[src/rtl/alu_exec_unit.sv]
`default_nettype none
// ============================================================================
//  Module   : alu_exec_unit
//  Purpose  : Execute stage. Takes the decoder's 6-bit control code plus
//             rs1/rs2-or-immediate operands and the PC. Produces the ALU
//             result, the branch/jump decision and the redirect target.
//             Most codes complete in one cycle. Shifts by a non-zero amount
//             go through a 1-bit-per-cycle iterative shifter, and the
//             sequencer is told via busy/done.
//  Ports    : clk, rst_n (async, active low)
//             start, ctrl[5:0], op_a, op_b, pc    - request (start sampled when !busy)
//             busy                                - high while shifting
//             done                                - one-cycle result-valid pulse
//             result, branch_taken, target, illegal - held until next done
//  Revision : 1.0 - initial release
// ============================================================================
module alu_exec_unit #(
    parameter int XLEN = 32
) (
    input  logic            clk,
    input  logic            rst_n,
    input  logic            start,
    input  logic [5:0]      ctrl,
    input  logic [XLEN-1:0] op_a,
    input  logic [XLEN-1:0] op_b,
    input  logic [XLEN-1:0] pc,
    output logic            busy,
    output logic            done,
    output logic [XLEN-1:0] result,
    output logic            branch_taken,
    output logic [XLEN-1:0] target,
    output logic            illegal
);

    // Operation codes
    localparam logic [5:0] c_add  = 6'd0,  c_sub  = 6'd1,  c_sll  = 6'd2,  c_slt   = 6'd3;
    localparam logic [5:0] c_sltu = 6'd4,  c_xor  = 6'd5,  c_srl  = 6'd6,  c_sra   = 6'd7;
    localparam logic [5:0] c_or   = 6'd8,  c_and  = 6'd9,  c_addi = 6'd10, c_slti  = 6'd11;
    localparam logic [5:0] c_sltiu= 6'd12, c_xori = 6'd13, c_ori  = 6'd14, c_andi  = 6'd15;
    localparam logic [5:0] c_slli = 6'd16, c_srli = 6'd17, c_srai = 6'd18;
    localparam logic [5:0] c_beq  = 6'd27, c_bne  = 6'd28, c_blt  = 6'd29, c_bge   = 6'd30;
    localparam logic [5:0] c_bltu = 6'd31, c_bgeu = 6'd32, c_lui  = 6'd33, c_auipc = 6'd34;
    localparam logic [5:0] c_jal  = 6'd35, c_jalr = 6'd36;

    // Shift direction / fill kinds held for the duration of an iterative shift
    localparam logic [1:0] c_kind_left = 2'd0;
    localparam logic [1:0] c_kind_srl  = 2'd1;
    localparam logic [1:0] c_kind_sra  = 2'd2;

    typedef enum logic [1:0] {
        S_IDLE  = 2'd0,
        S_SHIFT = 2'd1,
        S_DONE  = 2'd2
    } state_t;

    state_t            state_q, state_d;
    logic [XLEN-1:0]   result_q, result_d;
    logic [XLEN-1:0]   target_q, target_d;
    logic              taken_q, taken_d;
    logic              illegal_q, illegal_d;
    logic [4:0]        cnt_q, cnt_d;
    logic [XLEN-1:0]   work_q, work_d;
    logic [1:0]        kind_q, kind_d;

    // ------------------------------------------------------------------
    // Single-cycle datapath, evaluated directly on the live inputs; it is
    // only consumed on the accepting edge, which is what captures operands.
    // ------------------------------------------------------------------
    logic [XLEN-1:0] w_sum, w_diff, w_pc_off, w_pc4;
    logic            w_lt, w_ltu, w_eq;
    logic [XLEN-1:0] w_res, w_tgt;
    logic            w_tk, w_ill;
    logic            w_is_shift;
    logic [1:0]      w_kind;
    logic [4:0]      w_shamt;
    logic [XLEN-1:0] w_shifted;

    assign w_sum    = op_a + op_b;
    assign w_diff   = op_a - op_b;
    assign w_pc_off = pc + op_b;
    assign w_pc4    = pc + XLEN'(4);
    assign w_lt     = $signed(op_a) < $signed(op_b);
    assign w_ltu    = op_a < op_b;
    assign w_eq     = op_a == op_b;
    assign w_shamt  = op_b[4:0];

    always_comb begin
        w_res = '0;
        w_tgt = '0;
        w_tk  = 1'b0;
        w_ill = 1'b0;
        case (ctrl)
            c_add, c_addi:   w_res = w_sum;
            c_sub:           w_res = w_diff;
            c_slt, c_slti:   w_res = {{(XLEN-1){1'b0}}, w_lt};
            c_sltu, c_sltiu: w_res = {{(XLEN-1){1'b0}}, w_ltu};
            c_xor, c_xori:   w_res = op_a ^ op_b;
            c_or, c_ori:     w_res = op_a | op_b;
            c_and, c_andi:   w_res = op_a & op_b;
            // Only reached with shamt==0; non-zero amounts use the shifter.
            c_sll, c_slli, c_srl, c_srli, c_sra, c_srai: w_res = op_a;
            // Loads and stores: effective address
            6'd19, 6'd20, 6'd21, 6'd22, 6'd23,
            6'd24, 6'd25, 6'd26: w_res = w_sum;
            c_beq, c_bne, c_blt, c_bge, c_bltu, c_bgeu: begin
                case (ctrl)
                    c_beq:   w_tk = w_eq;
                    c_bne:   w_tk = ~w_eq;
                    c_blt:   w_tk = w_lt;
                    c_bge:   w_tk = ~w_lt;
                    c_bltu:  w_tk = w_ltu;
                    default: w_tk = ~w_ltu;
                endcase
                w_res = {{(XLEN-1){1'b0}}, w_tk};
                w_tgt = w_pc_off;
            end
            c_lui:   w_res = op_b;
            c_auipc: w_res = w_pc_off;
            c_jal: begin
                w_res = w_pc4;
                w_tgt = w_pc_off;
                w_tk  = 1'b1;
            end
            c_jalr: begin
                w_res = w_pc4;
                w_tgt = {w_sum[XLEN-1:1], 1'b0};
                w_tk  = 1'b1;
            end
            default: w_ill = 1'b1;
        endcase
    end

    always_comb begin
        w_is_shift = 1'b1;
        w_kind     = c_kind_left;
        case (ctrl)
            c_sll, c_slli: w_kind = c_kind_left;
            c_srl, c_srli: w_kind = c_kind_srl;
            c_sra, c_srai: w_kind = c_kind_sra;
            default:       w_is_shift = 1'b0;
        endcase
    end

    // One-bit step of the iterative shifter
    always_comb begin
        case (kind_q)
            c_kind_srl: w_shifted = {1'b0, work_q[XLEN-1:1]};
            c_kind_sra: w_shifted = {work_q[XLEN-1], work_q[XLEN-1:1]};
            default:    w_shifted = {work_q[XLEN-2:0], 1'b0};
        endcase
    end

    // ------------------------------------------------------------------
    // Next-state logic
    // ------------------------------------------------------------------
    always_comb begin
        state_d   = state_q;
        result_d  = result_q;
        target_d  = target_q;
        taken_d   = taken_q;
        illegal_d = illegal_q;
        cnt_d     = cnt_q;
        work_d    = work_q;
        kind_d    = kind_q;
        case (state_q)
            S_SHIFT: begin
                work_d = w_shifted;
                cnt_d  = cnt_q - 5'd1;
                if (cnt_q == 5'd1) begin
                    result_d  = w_shifted;
                    target_d  = '0;
                    taken_d   = 1'b0;
                    illegal_d = 1'b0;
                    state_d   = S_DONE;
                end
            end
            default: begin // S_IDLE, S_DONE
                if (start) begin
                    if (w_is_shift && (w_shamt != 5'd0)) begin
                        work_d  = op_a;
                        cnt_d   = w_shamt;
                        kind_d  = w_kind;
                        state_d = S_SHIFT;
                    end else begin
                        result_d  = w_res;
                        target_d  = w_tgt;
                        taken_d   = w_tk;
                        illegal_d = w_ill;
                        state_d   = S_DONE;
                    end
                end else begin
                    state_d = S_IDLE;
                end
            end
        endcase
    end

    always_ff @(posedge clk or negedge rst_n) begin
        if (!rst_n) begin
            state_q   <= S_IDLE;
            result_q  <= '0;
            target_q  <= '0;
            taken_q   <= 1'b0;
            illegal_q <= 1'b0;
            cnt_q     <= '0;
            work_q    <= '0;
            kind_q    <= c_kind_left;
        end else begin
            state_q   <= state_d;
            result_q  <= result_d;
            target_q  <= target_d;
            taken_q   <= taken_d;
            illegal_q <= illegal_d;
            cnt_q     <= cnt_d;
            work_q    <= work_d;
            kind_q    <= kind_d;
        end
    end

    assign busy         = (state_q == S_SHIFT);
    assign done         = (state_q == S_DONE);
    assign result       = result_q;
    assign target       = target_q;
    assign branch_taken = taken_q;
    assign illegal      = illegal_q;

endmodule
`default_nettype wire

[config.mk]
export PLATFORM = sky130hd
export DESIGN_NAME = alu_exec_unit
export DESIGN_NICKNAME = d
export VERILOG_FILES = /design/src/rtl/alu_exec_unit.sv
export SDC_FILE = /design/constraint.sdc
export NUM_CORES = 1
export LEC_CHECK = 0
export CORE_MARGIN = 2
export CORE_UTILIZATION = 58
export CTS_CLUSTER_DIAMETER = 100
export DETAILED_ROUTE_END_ITERATION = 6
export PLACE_DENSITY = 0.92
export SKIP_LAST_GASP = 1
export SYNTH_ARGS = -nofsm -noshare
export SYNTH_HDL_FRONTEND = slang
export SYNTH_SLANG_ARGS = --single-unit
[constraint.sdc]
create_clock -name clk -period 3.1 [get_ports clk]
set_input_delay 0.465 -clock clk [delete_from_list [all_inputs] [get_ports clk]]
set_output_delay 0.465 -clock clk [all_outputs]
set_load 0.05 [all_outputs]
==> impl_metrics.yaml, run 1 <==
placement:
  gp_congestion: 1.16
  io_buffers: 172
  dpl.cell_count: 2679
  dp_slack_ns: -1.08
  hpwl_um: 56500
floorplan:
  rows: 56
  initial_core_util: 0.584
  dieWidth_um: 157
  die_h_um: 157
  pin_count: 173
synthesis:
  synth_ff_type: "dfrtp_1"
  yosys-top-cells-area: "dfrtp_1, ha_1, nand2_1"
  avgSynthCellArea_um2: 7.52
  yosysMostFrequentCell: "nand2_1"
  synthMuxAreaShare: 0.0200
  synth_commonest_cells: "nand2_1, nor2_1, a21oi_1, ha_1, inv_1"
  synth_top_family_by_area: "compound AO/OA/AOI/OAI gates"
  synth-async-reset-ratio: 1.00
  ys_ff_latch: 107
  synth_xor_area_frac: 0.0618
  seq_area_frac_synth: 0.197
  synthesis.instances: 1807
  synth.distinct_cells: 100
  syn_nets: 2047
  synth_area_um2: 13600
  yosysTopAreaCell: "dfrtp_1"
  synth_compound_area_frac: 0.331
  synthSimpleGateAreaFrac: 0.192
  synth-adder-area-share: 0.126
  synth-edff-count: 0
  yosysWarnings: 0
  yosysTopAreaCellShare: 0.197
run_status:
  haltStage: "global routing (5_1_grt)"
  firstError: "[ERROR GRT-0116] Global routing finished with congestion. Check the congestion regions in the DRC Viewer."
  status: "did not finish"
clocking:
  clk_path_buf_depth: 2
  cts_root_buf: "clkbuf_16"
  cts_hold_buf: 0
  clock-sinks: 107
  htree_levels: 3
  numCtsBuffers: 9
grt:
  grt_overflow: 614
  grt_usage: 0.951
  grt_pass1_vias: 26900
  grt_pass1_wl_um: 177000
  grt_max_degree: 45
==> per-stage QoR <==
step,area [um^2],TNS (ns),utilization
3_5_place_dp,19200,-38.82,0.824
4_1_cts,20700,-0.227,0.890
3_3_place_gp,19200,-29.61,0.824
2_1_floorplan,13600,0,-
==> layer usage <==
layer | global-route usage | overflow
met4 | 0.974 | 180
met2 | 1.03 | 305
met5 | 0.855 | 12
met1 | 0.925 | 50
met3 | 0.893 | 67
==> cells by family after synthesis <==
kind of cell,count (synthesis)
AND/OR/NAND/NOR,561
adder cells (fa/ha/maj),135
XOR/XNOR,96
multiplexers,27
flip-flops,107
buffers and inverters,244
AO/OA/AOI/OAI,637
==> what timing repair did <==
action	CTS
pin swaps	75
endpoints found under the setup margin	48
resized for setup	295
buffers inserted	25
==> run 2: changes to the inputs <==
--- a/config.mk
+++ b/config.mk
@@ -6,10 +6,9 @@
 export NUM_CORES = 1
 export LEC_CHECK = 0
 export CORE_MARGIN = 2
-export CORE_UTILIZATION = 58
-export CTS_CLUSTER_DIAMETER = 100
+export CORE_UTILIZATION = 40
 export DETAILED_ROUTE_END_ITERATION = 6
-export PLACE_DENSITY = 0.92
+export PLACE_DENSITY_LB_ADDON = 0.15
 export SKIP_LAST_GASP = 1
 export SYNTH_ARGS = -nofsm -noshare
 export SYNTH_HDL_FRONTEND = slang
==> impl_metrics.yaml, run 2 <==
run_status:
  status: "finished with violations"
  violations: "design-rule violations, negative setup slack"
timing:
  fmax_mhz: 322
  finalSetupViolations: 1
  slew_headroom: 0.472
  final.setup.tns_ns: -0.00293
  hold_viol: 0
  tightest_slew_ns: 0.792
  fin_crit_ns: 3.10
  period_share: 1.00
  fin_skew_ns: 0.0168
  rsz0062_at_grt: "yes"
  slew_viol_final: 0
  setup_slack_ns: -0.00293
floorplan:
  rows: 67
  initial_core_util: 0.405
  die_h_um: 188
  die_area_um2: 35500
  core_area_um2: 33500
  dieWidth_um: 188
  pin_count: 173
synthesis:
  synth_top_family_by_area: "compound AO/OA/AOI/OAI gates"
  yosysTopAreaCellShare: 0.197
  synthMuxAreaShare: 0.0200
  synth-adder-area-share: 0.126
  synth_compound_area_frac: 0.331
  yosys-top-cells-area: "dfrtp_1, ha_1, nand2_1"
  yosysMostFrequentCell: "nand2_1"
  synthSimpleGateAreaFrac: 0.192
  seq_area_frac_synth: 0.197
  synthesis.instances: 1807
  synth_xor_area_frac: 0.0618
  synth-edff-count: 0
  syn_nets: 2047
  ys_ff_latch: 107
  synth-async-reset-ratio: 1.00
  synth.distinct_cells: 100
  yosysTopAreaCell: "dfrtp_1"
  yosysWarnings: 0
  synth_ff_type: "dfrtp_1"
  synth_commonest_cells: "nand2_1, nor2_1, a21oi_1, ha_1, inv_1"
  avgSynthCellArea_um2: 7.52
  synth_area_um2: 13600
routing:
  wire_per_inst_um: 25.3
  drt-pass1-iter-count: 7
  avgViaCountPerCell: 6.11
  drc: 1
  via_count: 17700
  ant_nets: 0
  drtIter0Drc: 2258
  routed_wl_um: 73300
placement:
  io_buffers: 172
  dp_slack_ns: -1.17
  gp_congestion: 1.00
  hpwl_um: 57100
  dpl.cell_count: 2852
critical_path:
  r2r-start: "kind_q[0]"
  endpoint_kind: "flop"
  critPathSlowestCell: "nor4_2"
  critPathArrivalTime_ns: 3.39
  crit_chain: "dlygate4sd2_1 -> ha_1 -> inv_2 -> a2111oi_4 -> buf_4 -> o21ai_2 -> buf_4 -> nand3b_1 -> a211oi_2 -> buf_4 -> buf_4 -> a21oi_4 -> buf_4 -> nand3b_1 -> a21oi_1 -> nor4_2 -> buf_4 -> o21ai_0"
  cpLargestDelayFamily: "buffers and inverters"
  reg2reg_depth: 10
  crit_fanout: 4
  crit_path_frequent_cell: "buf_4"
  r2r_setup_slack_ns: 0.37
  criticalPathCategory: "in -> reg"
  slowest_delay_ns: 0.33
  cp.required_ns: 3.39
  critPathLaunchType: "input pin"
  path_buf_inv: 8
  r2r_end: "result[23]"
layout:
  final_common_cell: "buf_4"
  layout.nets: 2681
  nFillCells: 3053
  syn2layout_area_growth_pct: 57.3
  final_cells: 2894
  multi_input_area_um2: 11200
  diodes: 0
  regArea_um2: 2680
  layout-drive-gt1-share: 0.341
  final_cell_mix: "buf_4, nand2_1, nor2_1, clkdlybuf4s50_1, a21oi_1"
clocking:
  htree_levels: 3
  numCtsBuffers: 9
  clock-sinks: 107
  cts_root_buf: "clkbuf_16"
  tritoncts: "yes"
  worstSkewPairLatency_ns: 0.41
  clk_path_buf_depth: 2
  path_clk_slew_ns: 0.10
power_and_ir_drop:
  netSwitchingFraction: 0.460
  total_power_mw: 8.11
  p_leak_nw: 9.72
  combinationalPowerShare: 0.577
  power.switching_mw: 3.73
  powerDensity_nw_per_um2: 379
  p_int_mw: 4.38
  power_frac_clock: 0.165
  ir_drop_mv: 0.337
  p_seq_frac: 0.258
grt:
  antenna_found_initial: 1
  grt_pass1_wl_um: 108000
  grt_max_degree: 52
  grt_overflow: 0
  grt_usage: 0.405
  grt_pass1_vias: 17100
min_path:
  holdCritPathClass: "in -> async"
run:
  drv_cap: 0
==> run 2: stage by stage <==
| stage | util | hold slack [ns] | instance area (um^2) |
|---|---|---|---|
| final | 0.638 | 0.110 | 21400 |
| after CTS | 0.625 | 0.135 | 21000 |
| after detailed placement | 0.588 | 0.458 | 19700 |
| after global routing | 0.638 | 0.162 | 21400 |
| after global placement | 0.588 | 0.448 | 19700 |
| after floorplan | - | 0.169 | 13600 |
==> run 2: logic make-up after synthesis <==
kind of cell / Yosys count
AOI/OAI and AO/OA: 637
xor gates and xnor gates: 96
adders and majority gates: 135
buffers and inverters: 244
DFF: 107
muxes: 27
and+or+nand+nor: 561
==> run 2: what timing repair did <==
action | CTS | global route
endpoints found under the setup margin | 50 | 36
resized for setup | 211 | 128
hold endpoints to repair | 0 | 0
hold buffers | 0 | 0
pin swaps | 69 | 80
setup buffers | 22 | 13
==> run 2: worst max-delay path by stage <==
stage	from	endpoint	slack [ns]	cells past startpoint
after floorplan	op_a[0]	branch_taken	0.02	14
after CTS	op_b[5]	result[19]	-0.004	17
after global routing	pc[8]	result[23]	-0.05	15
after detailed placement	op_b[0]	result[28]	-1.17	15
after global placement	op_b[0]	result[28]	-1.12	15
final	pc[8]	result[25]	-0.003	18
==> run 2: power groups by stage <==
stage	clock, mW	combinational (mW)	sequential, mW
2_1_floorplan	0	1.82	2.40
3_3_place_gp	0	4.17	2.09
3_5_place_dp	0	4.22	2.09
4_1_cts	1.35	4.46	2.07
5_1_grt	1.40	4.96	2.11
6_report	1.33	4.68	2.09
==> run 2: metal layers <==
metal,GRT usage,vias up,part of all wire
met5,0,-,0.00015
met4,0.115,2,0.031
met3,0.0916,150,0.11
met2,0.607,1036,0.42
met1,0.581,8561,0.44
li1,-,7927,-
==> run 2: area by class of cell <==
class / instances / area share
inverters: 121 / 0.0214
repair buffers: 746 / 0.289
clock buffers: 9 / 0.0105
flip-flops and latches: 107 / 0.125
clock inverters: 7 / 0.00439
multi-input cells: 1456 / 0.523
well taps: 448 / 0.0262
Note: power is estimated with default switching activity, not from simulation.
